<file path="src/rtl/issue_pkg.sv">
// Shared constants for the issue-queue select logic: queue geometry and FU class codes.
package issue_pkg;
  localparam int IQ_DEPTH = 16;
  localparam int IDX_W    = $clog2(IQ_DEPTH);

  localparam logic [1:0] FU_ALU = 2'd0;
  localparam logic [1:0] FU_MUL = 2'd1;
  localparam logic [1:0] FU_LS  = 2'd2;

  function automatic logic [IQ_DEPTH-1:0] idx_onehot(input logic [IDX_W-1:0] idx);
    logic [IQ_DEPTH-1:0] oh;
    oh      = '0;
    oh[idx] = 1'b1;
    return oh;
  endfunction
endpackage

</file>
<file path="src/rtl/issue_select_ctrl_oldest_sel.sv">
// Combinational oldest-first picker: largest age wins, ties resolve to the lowest index.
module oldest_sel
  import issue_pkg::*;
#(
  parameter int AGE_WIDTH = 5
) (
  input  logic [IQ_DEPTH-1:0]                mask,
  input  logic [IQ_DEPTH-1:0][AGE_WIDTH-1:0] ages,
  output logic                               found,
  output logic [IDX_W-1:0]                   idx
);
  logic [AGE_WIDTH-1:0] best_age;

  // Strict greater-than keeps the earlier (lower) index on equal ages.
  always_comb begin
    found    = 1'b0;
    idx      = '0;
    best_age = '0;
    for (int i = 0; i < IQ_DEPTH; i++) begin
      if (mask[i] && (!found || ages[i] > best_age)) begin
        found    = 1'b1;
        idx      = IDX_W'(i);
        best_age = ages[i];
      end
    end
  end
endmodule

</file>
<file path="src/rtl/issue_select_ctrl.sv">
// Issue-queue select/grant controller: per-entry state, oldest-first picks for ALU0/ALU1/MUL/LS,
// multiplier busy window and LS valid/ready hold. Optional second ALU port: ISSUE_SEL_ALU1_EN.
// LS handshake: gnt_ls_valid/gnt_ls_idx hold until sampled with ls_ready high; a new grant may load on that edge.
module issue_select_ctrl
  import issue_pkg::*;
#(
  parameter int AGE_WIDTH   = 5,
  parameter int MUL_LATENCY = 3
) (
  input  logic                clk,
  input  logic                rst,
  input  logic                flush,
  input  logic                alloc_valid,
  input  logic [IDX_W-1:0]    alloc_idx,
  input  logic [1:0]          alloc_class,
  input  logic                dealloc_valid,
  input  logic [IDX_W-1:0]    dealloc_idx,
  input  logic [IQ_DEPTH-1:0] rdy,
  input  logic                ls_ready,
  output logic                gnt_alu0_valid,
  output logic [IDX_W-1:0]    gnt_alu0_idx,
  output logic                gnt_alu1_valid,
  output logic [IDX_W-1:0]    gnt_alu1_idx,
  output logic                gnt_mul_valid,
  output logic [IDX_W-1:0]    gnt_mul_idx,
  output logic                gnt_ls_valid,
  output logic [IDX_W-1:0]    gnt_ls_idx,
  output logic [IQ_DEPTH-1:0] issued_mask,
  output logic                mul_busy
);
  localparam logic [AGE_WIDTH-1:0] AGE_MAX = '1;

  logic [IQ_DEPTH-1:0]                valid_q, issued_q;
  logic [IQ_DEPTH-1:0][1:0]           cls_q;
  logic [IQ_DEPTH-1:0][AGE_WIDTH-1:0] age_q;
  logic [3:0]                         mul_cnt;

  logic [IQ_DEPTH-1:0] alloc_hit, dealloc_hit, base_elig;
  logic [IQ_DEPTH-1:0] elig_alu, elig_mul, elig_ls, new_mask;
  logic                mul_en, ls_en;
  logic                alu0_found, alu1_found, mul_found, ls_found;
  logic [IDX_W-1:0]    alu0_idx, alu1_idx, mul_idx, ls_idx;

  // Entries being written or released this cycle are never picked, nor is anything during flush.
  always_comb begin
    alloc_hit   = alloc_valid ? idx_onehot(alloc_idx) : '0;
    dealloc_hit = dealloc_valid ? idx_onehot(dealloc_idx) : '0;
    base_elig   = valid_q & ~issued_q & rdy & ~alloc_hit & ~dealloc_hit & {IQ_DEPTH{~flush}};
    mul_en      = (mul_cnt <= 4'd1);
    ls_en       = ~gnt_ls_valid | ls_ready;
    elig_alu    = '0;
    elig_mul    = '0;
    elig_ls     = '0;
    for (int i = 0; i < IQ_DEPTH; i++) begin
      elig_alu[i] = base_elig[i] & (cls_q[i] == FU_ALU);
      elig_mul[i] = base_elig[i] & (cls_q[i] == FU_MUL) & mul_en;
      elig_ls[i]  = base_elig[i] & (cls_q[i] == FU_LS) & ls_en;
    end
  end

  oldest_sel #(.AGE_WIDTH(AGE_WIDTH)) u_sel_alu0 (.mask(elig_alu), .ages(age_q), .found(alu0_found), .idx(alu0_idx));
  oldest_sel #(.AGE_WIDTH(AGE_WIDTH)) u_sel_mul  (.mask(elig_mul), .ages(age_q), .found(mul_found),  .idx(mul_idx));
  oldest_sel #(.AGE_WIDTH(AGE_WIDTH)) u_sel_ls   (.mask(elig_ls),  .ages(age_q), .found(ls_found),   .idx(ls_idx));

`ifdef ISSUE_SEL_ALU1_EN
  logic [IQ_DEPTH-1:0] elig_alu1;
  assign elig_alu1 = elig_alu & ~(alu0_found ? idx_onehot(alu0_idx) : '0);

  oldest_sel #(.AGE_WIDTH(AGE_WIDTH)) u_sel_alu1 (.mask(elig_alu1), .ages(age_q), .found(alu1_found), .idx(alu1_idx));

  always_ff @(posedge clk or posedge rst) begin
    if (rst) begin
      gnt_alu1_valid <= 1'b0;
      gnt_alu1_idx   <= '0;
    end else begin
      gnt_alu1_valid <= alu1_found;
      gnt_alu1_idx   <= alu1_found ? alu1_idx : '0;
    end
  end
`else
  assign alu1_found     = 1'b0;
  assign alu1_idx       = '0;
  assign gnt_alu1_valid = 1'b0;
  assign gnt_alu1_idx   = '0;
`endif

  assign new_mask = (alu0_found ? idx_onehot(alu0_idx) : '0) | (alu1_found ? idx_onehot(alu1_idx) : '0)
                  | (mul_found  ? idx_onehot(mul_idx)  : '0) | (ls_found   ? idx_onehot(ls_idx)   : '0);
  assign mul_busy = (mul_cnt != 4'd0);

  always_ff @(posedge clk or posedge rst) begin
    if (rst) begin
      valid_q  <= '0;
      issued_q <= '0;
      cls_q    <= '0;
      age_q    <= '0;
    end else if (flush) begin
      valid_q  <= '0;
      issued_q <= '0;
      cls_q    <= '0;
      age_q    <= '0;
    end else begin
      for (int i = 0; i < IQ_DEPTH; i++) begin
        if (alloc_hit[i]) begin
          valid_q[i]  <= 1'b1;
          issued_q[i] <= 1'b0;
          cls_q[i]    <= alloc_class;
          age_q[i]    <= '0;
        end else if (dealloc_hit[i]) begin
          valid_q[i]  <= 1'b0;
          issued_q[i] <= 1'b0;
          age_q[i]    <= '0;
        end else begin
          if (valid_q[i] && age_q[i] != AGE_MAX) age_q[i] <= age_q[i] + 1'b1;
          if (new_mask[i]) issued_q[i] <= 1'b1;
        end
      end
    end
  end

  always_ff @(posedge clk or posedge rst) begin
    if (rst) begin
      gnt_alu0_valid <= 1'b0;
      gnt_alu0_idx   <= '0;
      gnt_mul_valid  <= 1'b0;
      gnt_mul_idx    <= '0;
      gnt_ls_valid   <= 1'b0;
      gnt_ls_idx     <= '0;
      issued_mask    <= '0;
      mul_cnt        <= '0;
    end else if (flush) begin
      gnt_alu0_valid <= 1'b0;
      gnt_alu0_idx   <= '0;
      gnt_mul_valid  <= 1'b0;
      gnt_mul_idx    <= '0;
      gnt_ls_valid   <= 1'b0;
      gnt_ls_idx     <= '0;
      issued_mask    <= '0;
      mul_cnt        <= '0;
    end else begin
      gnt_alu0_valid <= alu0_found;
      gnt_alu0_idx   <= alu0_found ? alu0_idx : '0;
      gnt_mul_valid  <= mul_found;
      gnt_mul_idx    <= mul_found ? mul_idx : '0;
      issued_mask    <= new_mask;
      if (mul_found) mul_cnt <= 4'(MUL_LATENCY);
      else if (mul_cnt != 4'd0) mul_cnt <= mul_cnt - 4'd1;
      // LS grant is held until accepted; an accepted slot may be refilled on the same edge.
      if (ls_found) begin
        gnt_ls_valid <= 1'b1;
        gnt_ls_idx   <= ls_idx;
      end else if (gnt_ls_valid && ls_ready) begin
        gnt_ls_valid <= 1'b0;
        gnt_ls_idx   <= '0;
      end
    end
  end
endmodule

</file>
<file path="config.mk">
export PLATFORM = sky130hd
export DESIGN_NAME = issue_select_ctrl
export DESIGN_NICKNAME = d
export VERILOG_FILES = /design/src/rtl/issue_pkg.sv /design/src/rtl/issue_select_ctrl_oldest_sel.sv /design/src/rtl/issue_select_ctrl.sv
export SDC_FILE = /design/constraint.sdc
export NUM_CORES = 1
export LEC_CHECK = 0
export BUFFER_PORTS_ARGS = -buffer_cell sky130_fd_sc_hd__buf_2
export CAP_MARGIN = 20
export CORE_MARGIN = 4
export CORE_UTILIZATION = 50
export CTS_BUF_LIST = sky130_fd_sc_hd__clkbuf_4
export DETAILED_ROUTE_END_ITERATION = 8
export HOLD_SLACK_MARGIN = 0.05
export PLACE_DENSITY = 0.64
export SLEW_MARGIN = 25
export SYNTH_ARGS = -nofsm -noshare
export SYNTH_HDL_FRONTEND = slang
export SYNTH_HIERARCHICAL = 1
export SYNTH_SLANG_ARGS = --single-unit
</file>
<file path="constraint.sdc">
create_clock -name clk -period 35.7 [get_ports clk]
set_clock_uncertainty 0.05 [all_clocks]
set_input_delay 0 -clock clk [delete_from_list [all_inputs] [get_ports clk]]
set_output_delay 0 -clock clk [all_outputs]
set_load 0.1 [all_outputs]
</file>
## Yosys cells after proc, flatten, opt, wreduce, memory -nomap -nowiden

Index checks and enable logic that the tools add are counted.

| storage, ports and cells | value |
|---|---|
| word-level logic and storage cells | 843 |
| input port bits | 32 |
| register bits | 179 |
| output and inout port bits | 37 |

| cells by class | value |
|---|---|
| equality and inequality tests | 48 |
| $lt $le $gt $ge | 56 |
| $add $sub $neg | 17 |
| bitwise gates (word level) | 93 |
| muxes and demuxes | 317 |
| reductions and logical operators | 240 |

Operators by type and width:

| cell | number |
|---|---|
| 5-bit two-way mux | 93 |
| 5-bit greater-than comparator | 45 |
| 1-bit two-way mux | 141 |
| 4-bit two-way mux | 34 |
| 4-bit nonzero test | 33 |
| 16-bit two-way mux | 8 |
| 5-bit by 1-bit adder with 5-bit output, second input constant | 16 |
| 1-bit AND | 80 |
| 16-bit AND | 5 |
| 80-bit two-way mux | 1 |
| 5-bit inequality test, second input constant | 16 |
| 1-bit logical AND | 67 |
| 3-bit nonzero test | 18 |
| 16-bit NOT | 3 |
| 1-bit zero test | 45 |
| 1-bit logical OR | 45 |
| 2-bit two-way mux | 22 |
| 3-bit two-way mux | 12 |
| 2-bit by 1-bit == test with 1-bit output, second input constant | 16 |
| 2-bit == test, second input constant | 16 |
| 2-bit zero test | 16 |
| 32-bit two-way mux | 1 |
| 16-bit bitwise OR | 2 |
| 2-bit nonzero test | 16 |
| other kinds (7) | 20 |

## Longest topological paths before layout

Gate-level depths: netlist of the first run.

| depth | value |
|---|---|
| depth after elaboration | 83 |
| gate-level depth with buffers | 153 |
| mapped depth without buffers | 149 |

## By module

The synthesis of the first run kept the hierarchy.

By module, submodules not included:

| module | sequential area each (µm²) | cells an instance | instances | area an instance (µm²) |
|---|---|---|---|---|
| issue_select_ctrl | 4479.3 | 926 | 1 | 8973.6 |
| oldest_sel at u_sel_alu0 ... | 0.0 | 570 | 2 | 3946.3 |
| oldest_sel at u_sel_mul | 0.0 | 547 | 1 | 3788.6 |

## Worst setup path after synthesis of the first run

OpenSTA, ideal clock, no wires.

| timing path | value |
|---|---|
| path kind | register to register |
| start point | reg gnt_ls_valid |
| end point | reg issued_q[3] |
| setup time | 0.083 ns |
| data required time | 35.567 ns |
| period minus slack after synthesis | 27.046 ns |
| cell stages (with the launch flop) | 141 |
| data arrival time | 26.913 ns |
| path slack | 8.654 ns |
| path buffers | 5 |
| cells stage by stage | dfrtp_1 > nand2b_1 > clkbuf_1 > clkbuf_1 > nand3b_1 > nor3_1 > clkbuf_1 > nand2_1 > ha_1 > nand2b_1 > a211o_1 > a31o_1 > clkbuf_1 > o22ai_1 > inv_1 > ha_1 > nand3_1 > o21bai_1 > (+105 left out) > a31oi_1 > o21ai_1 > nor2_1 > a21o_1 > ha_1 > nor2b_1 > o21a_1 > o21ai_0 > nand2b_1 > a21oi_1 > a31oi_1 > o21ai_0 > nand2_1 > nor3_1 > nand2_1 > nor3_1 > nand3_1 > a31oi_1 |

| between the ends | value |
|---|---|
| cells in the longest elaborated chain, start to end | 71 |
| elaborated cells on any way between the ends | 132 |
| classes of those cells | order compare (17); mux (49); bitwise (19); reduce/logical (47) |

Ends and longest elaborated chain:

| element | line | text |
|---|---|---|
| from (decl) | issue_select_ctrl.sv:26 | `output logic gnt_ls_valid,` |
| from (signal assigned) | issue_select_ctrl.sv:127 | `gnt_ls_valid <= 1'b0;` |
| from (signal assigned) | issue_select_ctrl.sv:136 | `gnt_ls_valid <= 1'b0;` |
| from (signal assigned) | issue_select_ctrl.sv:150 | `gnt_ls_valid <= 1'b1;` |
| 1-bit NOT * | issue_select_ctrl.sv:50 | `ls_en = ~gnt_ls_valid \| ls_ready;` |
| 1-bit bitwise OR * | issue_select_ctrl.sv:50 |  |
| 1-bit AND * | issue_select_ctrl.sv:57 | `elig_ls[i] = base_elig[i] & (cls_q[i] == FU_LS) & ls_en;` |
| named net elig_ls[0] | issue_select_ctrl.sv:39 | `logic [IQ_DEPTH-1:0] elig_alu, elig_mul, elig_ls, new_mask;` |
| 5-bit two-way mux or 1-bit two-way mux (tied branches) | issue_select_ctrl_oldest_sel.sv:20 | `if (mask[i] && (!found \|\| ages[i] > best_age)) begin` |
| 5-bit greater-than comparator or 1-bit zero test (tied branches) | issue_select_ctrl_oldest_sel.sv:20 |  |
| 1-bit logical OR | issue_select_ctrl_oldest_sel.sv:20 |  |
| 1-bit logical AND | issue_select_ctrl_oldest_sel.sv:20 |  |
| (+57 left out) | n/a |  |
| named net ls_idx[3] | issue_select_ctrl.sv:42 | `logic [IDX_W-1:0] alu0_idx, alu1_idx, mul_idx, ls_idx;` |
| 4-bit by 5-bit < comparator with 1-bit output (implied by the code) or 4-bit by 1-bit greater-or-equal comparator with 1-bit output (tied branches) | issue_pkg.sv:13 | `oh[idx] = 1'b1;` |
| 1-bit logical AND (implied by the code) | issue_pkg.sv:13 |  |
| 1-bit two-way mux (implied by the code) | issue_pkg.sv:13 |  |
| 1-bit demux with 4-bit select * | issue_pkg.sv:13 |  |
| 16-bit two-way mux * | issue_select_ctrl.sv:88 | `\| (mul_found ? idx_onehot(mul_idx) : '0) \| (ls_found ? idx_onehot(ls_idx) : '0);` |
| 16-bit bitwise OR * | issue_select_ctrl.sv:88 |  |
| 4-bit nonzero test (no source line) * | n/a |  |
| to (signal assigned) | issue_select_ctrl.sv:94 | `issued_q <= '0;` |
| to (signal assigned) | issue_select_ctrl.sv:99 | `issued_q <= '0;` |
| to (signal, indexed assignment) | issue_select_ctrl.sv:106 | `issued_q[i] <= 1'b0;` |
| to (decl) | issue_select_ctrl.sv:33 | `logic [IQ_DEPTH-1:0] valid_q, issued_q;` |

The timed path passes the listed nets; every way through them passes the cells marked *.
A chain may end at the register's enable or synchronous reset.

## Worst setup path in the final report of the first run

| timing path | value |
|---|---|
| start point | in flush |
| end point | reg issued_mask[0] |

| between the ends | value |
|---|---|
| elaborated cells on any way between the ends | 421 |
| classes of those cells | order compare (51); mux (148); bitwise (84); reduce/logical (138) |

RTL lines:

| element | line | text |
|---|---|---|
| from (decl) | issue_select_ctrl.sv:12 | `input logic flush,` |
| 1-bit NOT * | issue_select_ctrl.sv:48 | `base_elig = valid_q & ~issued_q & rdy & ~alloc_hit & ~dealloc_hit & {IQ_DEPTH{~flush}};` |
| 16-bit AND * | issue_select_ctrl.sv:48 |  |
| 1-bit AND * (2 in a row) | issue_select_ctrl.sv:57 |  |
| named net elig_ls[0] | issue_select_ctrl.sv:39 |  |
| 5-bit two-way mux or 1-bit two-way mux (tied branches) | issue_select_ctrl_oldest_sel.sv:20 |  |
| 5-bit greater-than comparator or 1-bit zero test (tied branches) | issue_select_ctrl_oldest_sel.sv:20 |  |
| 1-bit logical OR | issue_select_ctrl_oldest_sel.sv:20 |  |
| 1-bit logical AND | issue_select_ctrl_oldest_sel.sv:20 |  |
| (+57 left out) | n/a |  |
| named net ls_idx[3] | issue_select_ctrl.sv:42 |  |
| 4-bit by 5-bit < comparator with 1-bit output (implied by the code) or 4-bit by 1-bit greater-or-equal comparator with 1-bit output (tied branches) | issue_pkg.sv:13 |  |
| 1-bit logical AND (implied by the code) | issue_pkg.sv:13 |  |
| 1-bit two-way mux (implied by the code) | issue_pkg.sv:13 |  |
| 1-bit demux with 4-bit select * | issue_pkg.sv:13 |  |
| 16-bit two-way mux * | issue_select_ctrl.sv:88 |  |
| 16-bit bitwise OR * | issue_select_ctrl.sv:88 |  |
| 16-bit two-way mux * | issue_select_ctrl.sv:131 | `end else if (flush) begin` |
| to (signal assigned) | issue_select_ctrl.sv:145 | `issued_mask <= new_mask;` |
| to (decl) | issue_select_ctrl.sv:28 | `output logic [IQ_DEPTH-1:0] issued_mask,` |

Marked as above.

==> out/metrics.cfg, run 1 <==
[synthesis]
synth.largest_area_cell=dfrtp_1
synth_adder_area_share=0.1438
yosys_warnings=6
synthMuxAreaShare=0.09183
synth_edf_count=0
yosysSeqAreaShare=0.2169
yosys-top-cells-count=nor2_1 (302), ha_1 (235), nand2_1 (208), inv_1 (204), dfrtp_1 (179)
synth_cell_types=110
synth_top_family_by_area=simple AND/OR/NAND/NOR gates
async_reset_ff_frac=1.000
synth-compound-area-share=0.2091
synth_xor_area_frac=0.02502
synth_simple_gate_area_frac=0.2574
synth-seq-cells=179
synth_area_mm2=0.02065
ys.flop_type=dfrtp_1
netlist.area_leader.share=0.2169
synth_most_common_cell=nor2_1
synth_area_leaders=dfrtp_1 (22%), ha_1 (14%), nor2_1 (5.5%), mux2i_1 (5.3%), a21oi_1 (4.1%)
synthCells=2613
synth.avg_cell_area_um2=7.905

[route]
via_count=20250
wire_per_inst_um=20.59
drc=0
drt_first_pass_iters=6
drt_wl_total_mm=66.38
drt-initial-drc-count=1800
drt-vias-per-instance=6.282
postRouteAntennaNets=0

[clock_network]
clk_latency_ps=690
cts.sinks=179
cts_tree=built
cts-root-buf=clkbuf_4
htreeDepth=4
clk_pin_slew_ps=180
cts_buffers=17
cts_buffer_depth=2

[placement]
io_buffers=63
gp_congestion=1.020
dp_hpwl_mm=52.11
dpl_cell_area_mm2=0.02154

[timing]
finalSetupViolations=0
worst_pin_slew_ps=1057
tns_ps=0
relSlewSlack=0.2896
slew_violations=0
fin_crit_ps=32280
rsz0062_at_grt=no
hold_ws_ps=176.2
fmax_mhz=30.98
finalHoldViolations=0
post-route-period-util=0.9042

[die]
start_util=0.5059
chipHeight_um=211.2
pin_count=69
dieArea_mm2=0.04462
core-area_mm2=0.04083
die_w_um=211.2
rows=74

[global_route]
grt_pass1_wl_mm=107.0
track_usage=0.2953
grt_max_degree=78
grt_pass1_vias=19710
overflow=0
grt_antenna_before_repair=1

[run_status]
outcome=complete, no violations

[worst_setup_path]
cp_slowest_cell=nor3_2
worstPathRequired_ps=36260
crit_top_cell=ha_1
crit_arrival_ps=32830
ff2ff_setup_slack_ps=3880
crit_path_end_kind=flip-flop
critPathMaxStageDelay_ps=810
worstPathMaxFanout=77
start_kind=input pin
path_class=input pin to flip-flop
r2r_cells=137

[power]
ir_worst_vdd_uv=38.37
p_leak_nw=9.683
power_density_mw_per_mm2=18.31
p_total_mw=0.4064

[layout]
area_delta_synth_final_pct=7.451
layout.nets=2944
design_area_mm2=0.02219
drive_gt1_frac=0.1093

[hold_path]
hp-class=input pin to flip-flop
min_path_cells=5

[run]
cap_violations=0

-- worst max-delay path: cells and delay by family --
kind,cells,cell delay [ps]
muxes,9,3070
buffers and inverters,14,2280
and+or+nand+nor,36,7080
AOI/OAI and AO/OA,64,15640
adders and majority gates,16,4670
-- cells in the final DEF (no fill, tap or decap), types with 53 or more instances in the layout --
master and count:
buf_2 64, a21oi_1 168, nand3_1 88, dfrtp_1 179, nor2b_1 55, ha_1 235
nand2b_1 53, inv_1 203, mux2i_1 110, nor3_1 72, o21ai_0 134, nand2_1 208
nor2_1 302, mux2_2 60
-- state kept, by name, summed over array words and instances, names as in the netlist --
| name | cells |
|---|---|
| gnt_alu0_valid | 1 |
| gnt_mul_valid | 1 |
| valid_q | 16 |
| issued_mask | 16 |
| gnt_ls_valid | 1 |
| cls_q | 32 |
| issued_q | 16 |
| gnt_ls_idx | 4 |
| gnt_mul_idx | 4 |
| age_q | 80 |
| mul_cnt | 4 |
| gnt_alu0_idx | 4 |
-- what timing repair did --
item | CTS | global route
hold buffers | 34 | 0
hold endpoints to repair | 208 | 0
setup buffers | 0 | 0
endpoints found under the setup margin | 0 | 0
gates resized for setup | 0 | 0
-- area by class of cell --
cell class	count	area, um2
multi-input combinational	2144	15090
fill	3890	18640
tap	532	665.6
timing repair buffer	128	885.9
antenna	2	5.005
inverter	207	782.0
sequential	179	4479
clock inverter	15	161.4
clock buffer	17	127.6
-- worst paths after layout --
check	to	start
worst max-delay path	issued_mask[0]$_DFF_PP0_	flush
worst min-delay path	gnt_ls_idx[3]$_DFFE_PP0P_	ls_ready
worst max register to register	issued_mask[0]$_DFF_PP0_	gnt_ls_valid$_DFFE_PP0P_
worst min register to register	issued_q[11]$_DFFE_PP0P_	issued_q[11]$_DFFE_PP0P_
max in group asynchronous	age_q[23]$_DFFE_PP0P_	rst
min in group asynchronous	age_q[68]$_DFFE_PP0P_	rst
-- report_power, final --
group          internal [mW]  switching (mW)
sequential             0.206         0.00400
clock                 0.0324          0.0895
combinational         0.0212          0.0533
total                  0.260           0.147
-- layer usage --
metal  share of wire  track usage  routed length [um]  vias to the layer above
met1            0.43       0.3813               28300                     9748
met4           0.043       0.1225                2886                        0
met5               0            0                   0                        -
li1                -            -                   -                     9635
met2            0.47       0.4922               31290                      692
met3           0.059      0.04872                3902                      177
-- kinds of logic (layout without fill, tap and decap cells) --
logic type	Yosys count	after routing
other	1	7
muxes	177	177
xor gates and xnor gates	59	59
buffers and inverters	294	367
AOI/OAI and AO/OA	624	624
adders and majority gates	238	238
and+or+nand+nor	1041	1041
DFF	179	179
-- per-stage QoR --
stage	cells	util	worst slack, ps
floorplan	2617	-	8654
global placement	3155	0.5271	4322
detailed placement	3155	0.5275	4154
CTS	3221	0.5430	4180
global route	3224	0.5435	767.8
finish	3224	0.5435	3422
(Power assumes the default switching activity.)
==> inputs of run 2 (changes only) <==
==> constraint.sdc (replaced) <==
create_clock -name clk -period 37.4 [get_ports clk]
set_clock_uncertainty 0.05 [all_clocks]
set_input_delay 0 -clock clk [delete_from_list [all_inputs] [get_ports clk]]
set_output_delay 0 -clock clk [all_outputs]
set_load 0.1 [all_outputs]
==> run 2 against run 1 <==
Effect of this change:
- sequential cell count unchanged
- combinational power down 4.7%
- sequential power down 5%
- final cell count about the same
- critical path type unchanged
- routed wire length down 0.52%
- highest routed layer is now met5
- worst hold slack better by 23 ps
- total power down 1.5%
- utilization up 0.064 points
==> out/metrics.cfg, run 2 (synthesis gave the netlist of run 1 again) <==
[placement]
dp_hpwl_mm=52.04  ; -0.13%
io_buffers=63  ; unchanged
place_inst=3155  ; unchanged
gp_congestion=1.019  ; about the same
dpl_cell_area_mm2=0.02154  ; unchanged

[clock_network]
cts_buffers=17  ; unchanged
cts_buffer_depth=2  ; unchanged
cts-root-buf=clkbuf_4
clk_pin_slew_ps=180  ; about the same
clk_latency_ps=660  ; -30 ps
cts_tree=built
cts.sinks=179  ; unchanged
cts.repair.resized=0  ; unchanged
htreeDepth=4  ; unchanged

[layout]
fillers=3845  ; -1.2%
largest_reg_flops=80  ; unchanged
area_delta_synth_final_pct=7.578
drive_gt1_frac=0.1094  ; about the same
final_common_cell=nor2_1
regMostFlops=age_q
layout.nets=2942  ; -0.068%
top_regs=age_q: 80 flops, cls_q: 32 flops
final_cell_mix=nor2_1 (302), ha_1 (235), nand2_1 (208), inv_1 (203), dfrtp_1 (179)
design_area_mm2=0.02222  ; +0.12%
final_cells=3221  ; -0.093%

[timing]
post-route-period-util=0.8629
tns_ps=0  ; unchanged
fmax_mhz=30.99
fin_crit_ps=32270
finalSetupViolations=0  ; unchanged
finalHoldViolations=0  ; unchanged
relSlewSlack=0.2775  ; -0.01211
rsz0062_at_grt=no
hold_ws_ps=199.7  ; +23.48 ps
worst_pin_slew_ps=1074  ; +16.40 ps
slew_violations=0  ; unchanged

[route]
postRouteAntennaNets=0  ; unchanged
drt-initial-drc-count=1829  ; +1.6%
drt-vias-per-instance=6.274  ; -0.13%
via_count=20210  ; -0.22%
drt_wl_total_mm=66.03  ; -0.52%
drt_first_pass_iters=5  ; -1
drc=0  ; unchanged
wire_per_inst_um=20.50  ; -0.43%

[worst_setup_path]
crit_path_end_kind=flip-flop
worstPathMaxFanout=77  ; unchanged
crit_top_cell=ha_1
cp_slowest_cell=nor3_2
crit_arrival_ps=32810  ; -20 ps
worstPathRequired_ps=37930  ; +1670 ps
critPathMaxStageDelay_ps=810  ; about the same
start_kind=input pin
r2r_cells=137  ; unchanged
ff2ff_setup_slack_ps=5570  ; +1690 ps
path_class=input pin to flip-flop

[die]
die_w_um=211.2  ; unchanged
chipHeight_um=211.2  ; unchanged
core-area_mm2=0.04083  ; unchanged
start_util=0.5059  ; unchanged
dieArea_mm2=0.04462  ; unchanged
rows=74  ; unchanged
pin_count=69  ; unchanged

[power]
switching_share=0.3484  ; -0.01284
p_leak_nw=9.704  ; +0.22%
p_clk_frac=0.321  ; +0.021
ir_worst_vdd_uv=35.90  ; -6.4%
p_total_mw=0.4002  ; -1.5%
power_density_mw_per_mm2=18.01  ; -1.6%
power_frac_seq=0.501  ; -0.016
internal-power_mw=0.2608  ; +0.45%
switchingPower_mw=0.1394  ; -5.0%
pwr-share-comb=0.178  ; -0.006

[global_route]
overflow=0  ; unchanged
grt_pass1_vias=19590  ; -0.61%
track_usage=0.2925  ; -0.002831
grt_antenna_before_repair=2  ; +1
grt_pass1_wl_mm=105.9  ; -1.0%
grt_max_degree=78  ; unchanged

[hold_path]
hp-class=input pin to flip-flop
min_path_cells=5  ; unchanged

[run_status]
outcome=complete, no violations

[run]
cap_violations=0  ; unchanged

## run 2: final timing paths
kind | startpoint | endpoint
min reg2reg | issued_q[11]$_DFFE_PP0P_ | issued_q[11]$_DFFE_PP0P_
min | ls_ready | gnt_ls_idx[0]$_DFFE_PP0P_
min in group asynchronous | rst | age_q[77]$_DFFE_PP0P_
max in group asynchronous | rst | age_q[20]$_DFFE_PP0P_
max | flush | issued_mask[0]$_DFF_PP0_
max reg2reg | gnt_ls_valid$_DFFE_PP0P_ | issued_mask[0]$_DFF_PP0_
## run 2: area by class of cell
type                            count  area [um2]  area share
Multi-Input combinational cell   2144       15090      0.6790
Clock inverter                     15       210.2    0.009460
Timing Repair Buffer              126       865.8     0.03897
Antenna cell                        1       2.502   0.0001126
Sequential cell                   179        4479      0.2016
Inverter                          207       782.0     0.03519
Clock buffer                       17       127.6    0.005744
Tap cell                          532       665.6     0.02996
## run 2: routing by layer
layer | vias up | GRT usage | wire length, um
li1 | 9622 | - | -
met1 | 9724 | 0.3811 | 28650
met2 | 683 | 0.4824 | 30610
met3 | 176 | 0.04678 | 3699
met4 | 2 | 0.1256 | 3055
met5 | - | 0 | 13
## run 2: critical path, delay by kind of cell
family	cells	cell delay, ps
multiplexers	9	3080
AO/OA/AOI/OAI	63	15630
AND/OR/NAND/NOR	37	7140
buffers and inverters	14	2240
adder cells (fa/ha/maj)	16	4640
## run 2: power groups by stage
stage,combinational [mW],clock [mW],sequential (mW)
finish,0.0711,0.129,0.200
detailed placement,0.0685,0,0.204
global route,0.0770,0.140,0.201
floorplan,0.0470,0,0.204
global placement,0.0680,0,0.204
CTS,0.0706,0.132,0.200
## run 2: repair_timing
action,CTS,global route
buffers inserted,0,0
endpoints found under the hold margin,211,0
hold buffers,32,0
## run 2: per-stage QoR
| stage | setup slack, ps | util |
|---|---|---|
| floorplan | 10350 | - |
| global placement | 6030 | 0.5271 |
| detailed placement | 5791 | 0.5275 |
| CTS | 5863 | 0.5437 |
| global route | 2768 | 0.5442 |
| finish | 5127 | 0.5442 |
==> inputs of run 3 (changes only) <==
--- a/config.mk
+++ b/config.mk
@@ -7,9 +7,9 @@
 export LEC_CHECK = 0
 export BUFFER_PORTS_ARGS = -buffer_cell sky130_fd_sc_hd__buf_2
 export CAP_MARGIN = 20
+export CORE_ASPECT_RATIO = 1.1
 export CORE_MARGIN = 4
 export CORE_UTILIZATION = 50
-export CTS_BUF_LIST = sky130_fd_sc_hd__clkbuf_4
 export DETAILED_ROUTE_END_ITERATION = 8
 export HOLD_SLACK_MARGIN = 0.05
 export PLACE_DENSITY = 0.64
==> constraint.sdc (replaced) <==
create_clock -name clk -period 37.4 [get_ports clk]
set_clock_uncertainty 0.05 [all_clocks]
set_input_delay 0 -clock clk [delete_from_list [all_inputs] [get_ports clk]]
set_output_delay 0 -clock clk [all_outputs]
set_load 0.05 [all_outputs]
==> run 3 against run 2 <==
Effect of this change:
- sequential share of layout area about the same
- combinational power decreased by 4.6%
- critical path depth increased by 2
- utilization increased by 0.62 points
- sequential cell count unchanged
- register-to-register slack got worse by 420 ps
- maximum frequency decreased by 1.5%
- non-clock buffer count decreased by 21
- final cell count decreased by 1.3%
- total power increased by 14%
==> out/metrics.cfg, run 3 (synthesis gave the netlist of run 1 again) <==
[hold_path]
hp-class=input pin to flip-flop
min_path_cells=3  ; -2
min_from=flush
holdPathEnd=issued_mask[10]$_DFF_PP0_

[route]
via_count=19910  ; -1.5%
postRouteAntennaNets=0  ; unchanged
wire_per_inst_um=20.76  ; +1.3%
drt_first_pass_iters=6  ; +1
drt-initial-drc-count=1403  ; -23%
drt_wl_total_mm=65.97  ; about the same
drt-vias-per-instance=6.265  ; -0.14%
drc=0  ; unchanged

[clock_network]
clk_pin_slew_ps=70  ; -110 ps
cts_buffer_depth=2  ; unchanged
holdBufCountCts=22  ; -31%
htreeDepth=4  ; unchanged
cts_tree=built
cts-root-buf=clkbuf_16
clk_latency_ps=470  ; -190 ps
cts.sinks=179  ; unchanged
post-cts-setup-buffer-count=0  ; unchanged
cts.repair.resized=0  ; unchanged
cts_buffers=17  ; unchanged

[timing]
finalHoldViolations=0  ; unchanged
post-route-period-util=0.8762  ; +0.01327
tns_ps=0  ; unchanged
fmax_mhz=30.52  ; -1.5%
slew_violations=0  ; unchanged
rsz0062_at_grt=no
finalSetupViolations=0  ; unchanged
worst_pin_slew_ps=1136  ; +62.16 ps
fin_crit_ps=32770  ; +496.3 ps
relSlewSlack=0.2357  ; -0.04182

[power]
power_density_mw_per_mm2=20.50  ; +14%
p_total_mw=0.4565  ; +14%
ir_worst_vdd_uv=29.68  ; -17%
p_leak_nw=9.716  ; +0.12%

[global_route]
overflow=0  ; unchanged
grt_pass1_wl_mm=104.9  ; -0.93%
grt_antenna_before_repair=0  ; -2
track_usage=0.2879  ; -0.004570
grt_pass1_vias=19450  ; -0.70%
grt_max_degree=84  ; +7.7%

[die]
pin_count=69  ; unchanged
dieArea_mm2=0.04463  ; about the same
die_w_um=201.8  ; -4.5%
rows=77  ; +4.1%
core-area_mm2=0.04046  ; -0.90%
chipHeight_um=221.2  ; +4.7%
start_util=0.5105  ; +0.004599

[worst_setup_path]
cp_slowest_cell=nor3_1
path_depth=141  ; +1.4%
crit_top_cell=ha_1
crit_arrival_ps=33100  ; +290 ps
crit_path_end_kind=flip-flop
crit_buf_inv=14  ; unchanged
path_class=input pin to flip-flop
reg2reg_from=gnt_ls_valid$_DFFE_PP0P_
critPathTopFamily=compound AO/OA/AOI/OAI gates
worstPathMaxFanout=13  ; -83%
critPathMaxStageDelay_ps=750  ; -60 ps
worstPathRequired_ps=37730  ; -200 ps
ff2ff_setup_slack_ps=5150  ; -420 ps
r2r-end=issued_mask[0]$_DFF_PP0_
r2r_cells=137  ; unchanged
start_kind=input pin

[run_status]
outcome=complete, no violations

[layout]
largest_reg_flops=80  ; unchanged
num_antenna_cells=0  ; -1
drive_gt1_frac=0.1058  ; -0.003559
area_delta_synth_final_pct=7.827
regMostFlops=age_q
final_cell_mix=nor2_1 (302), ha_1 (235), nand2_1 (208), inv_1 (203), dfrtp_1 (179)
final_common_cell=nor2_1
top_regs=age_q: 80 flops, cls_q: 32 flops
fillers=3791  ; -1.4%
layout.nets=2921  ; -0.71%

[placement]
io_buffers=63  ; unchanged
dp_hpwl_mm=51.83  ; -0.42%
gp_congestion=0.9312  ; -8.6%

[run]
cap_violations=0  ; unchanged

[run 3: cell types whose count changed in the layout (fill, tap and decap cells not counted), sizes merged]
cell         before  now
clkbuf           17   19
diode             1    0
buf              94   83
clkinv            7    4
inv             213  212
dlygate4sd3      32   22
[run 3: per-stage QoR]
stage	cells	instance area [um2]	hold slack [ps]	utilization	setup WS, ps
2_1_floorplan	2617	20670	44.35	-	10590
3_3_place_gp	3125	21410	145.0	0.5292	5831
3_5_place_dp	3125	21430	161.5	0.5295	5447
4_1_cts	3177	22240	148.7	0.5497	5063
5_1_grt	3178	22270	193.6	0.5504	1961
6_report	3178	22270	165.6	0.5504	4631
[run 3: per-layer routing]
metal	routed length [um]	up-vias	global-route usage
li1	-	9595	-
met1	27930	9605	0.3573
met5	0	-	0
met2	32080	577	0.5022
met3	2797	133	0.03236
met4	3162	0	0.1299
[run 3: area by class of cell]
| class | instances | area [um2] | area share |
|---|---|---|---|
| multi-input combinational | 2144 | 15090 | 0.6775 |
| sequential | 179 | 4479 | 0.2011 |
| inverter | 207 | 782.0 | 0.03511 |
| timing repair buffer | 105 | 683.2 | 0.03067 |
| tap | 513 | 641.9 | 0.02882 |
| clock buffer | 19 | 452.9 | 0.02034 |
| clock inverter | 11 | 143.9 | 0.006461 |
[run 3: where the power goes]
group          internal, mW  switching (mW)
clock network         0.103          0.0853
registers             0.196         0.00377
logic                0.0198          0.0480
[run 3: worst register-to-register path: cells and delay by family (launching register included)]
| kind | cells | cell delay, ps |
|---|---|---|
| AOI/OAI and AO/OA | 63 | 15410 |
| buffers and inverters | 11 | 1090 |
| adders and majority gates | 16 | 4860 |
| muxes | 9 | 3390 |
| DFF | 1 | 400 |
| and+or+nand+nor | 38 | 7020 |
[run 3: worst max path at each step]
stage | from | end | slack (ps)
3_3_place_gp | flush | issued_q[8]$_DFFE_PP0P_ | 5830
2_1_floorplan | gnt_ls_valid$_DFFE_PP0P_ | issued_q[3]$_DFFE_PP0P_ | 10590
3_5_place_dp | flush | issued_q[8]$_DFFE_PP0P_ | 5450
5_1_grt | alloc_idx[3] | issued_q[3]$_DFFE_PP0P_ | 1960
4_1_cts | alloc_valid | issued_q[8]$_DFFE_PP0P_ | 5060
6_report | alloc_idx[3] | issued_mask[0]$_DFF_PP0_ | 4630
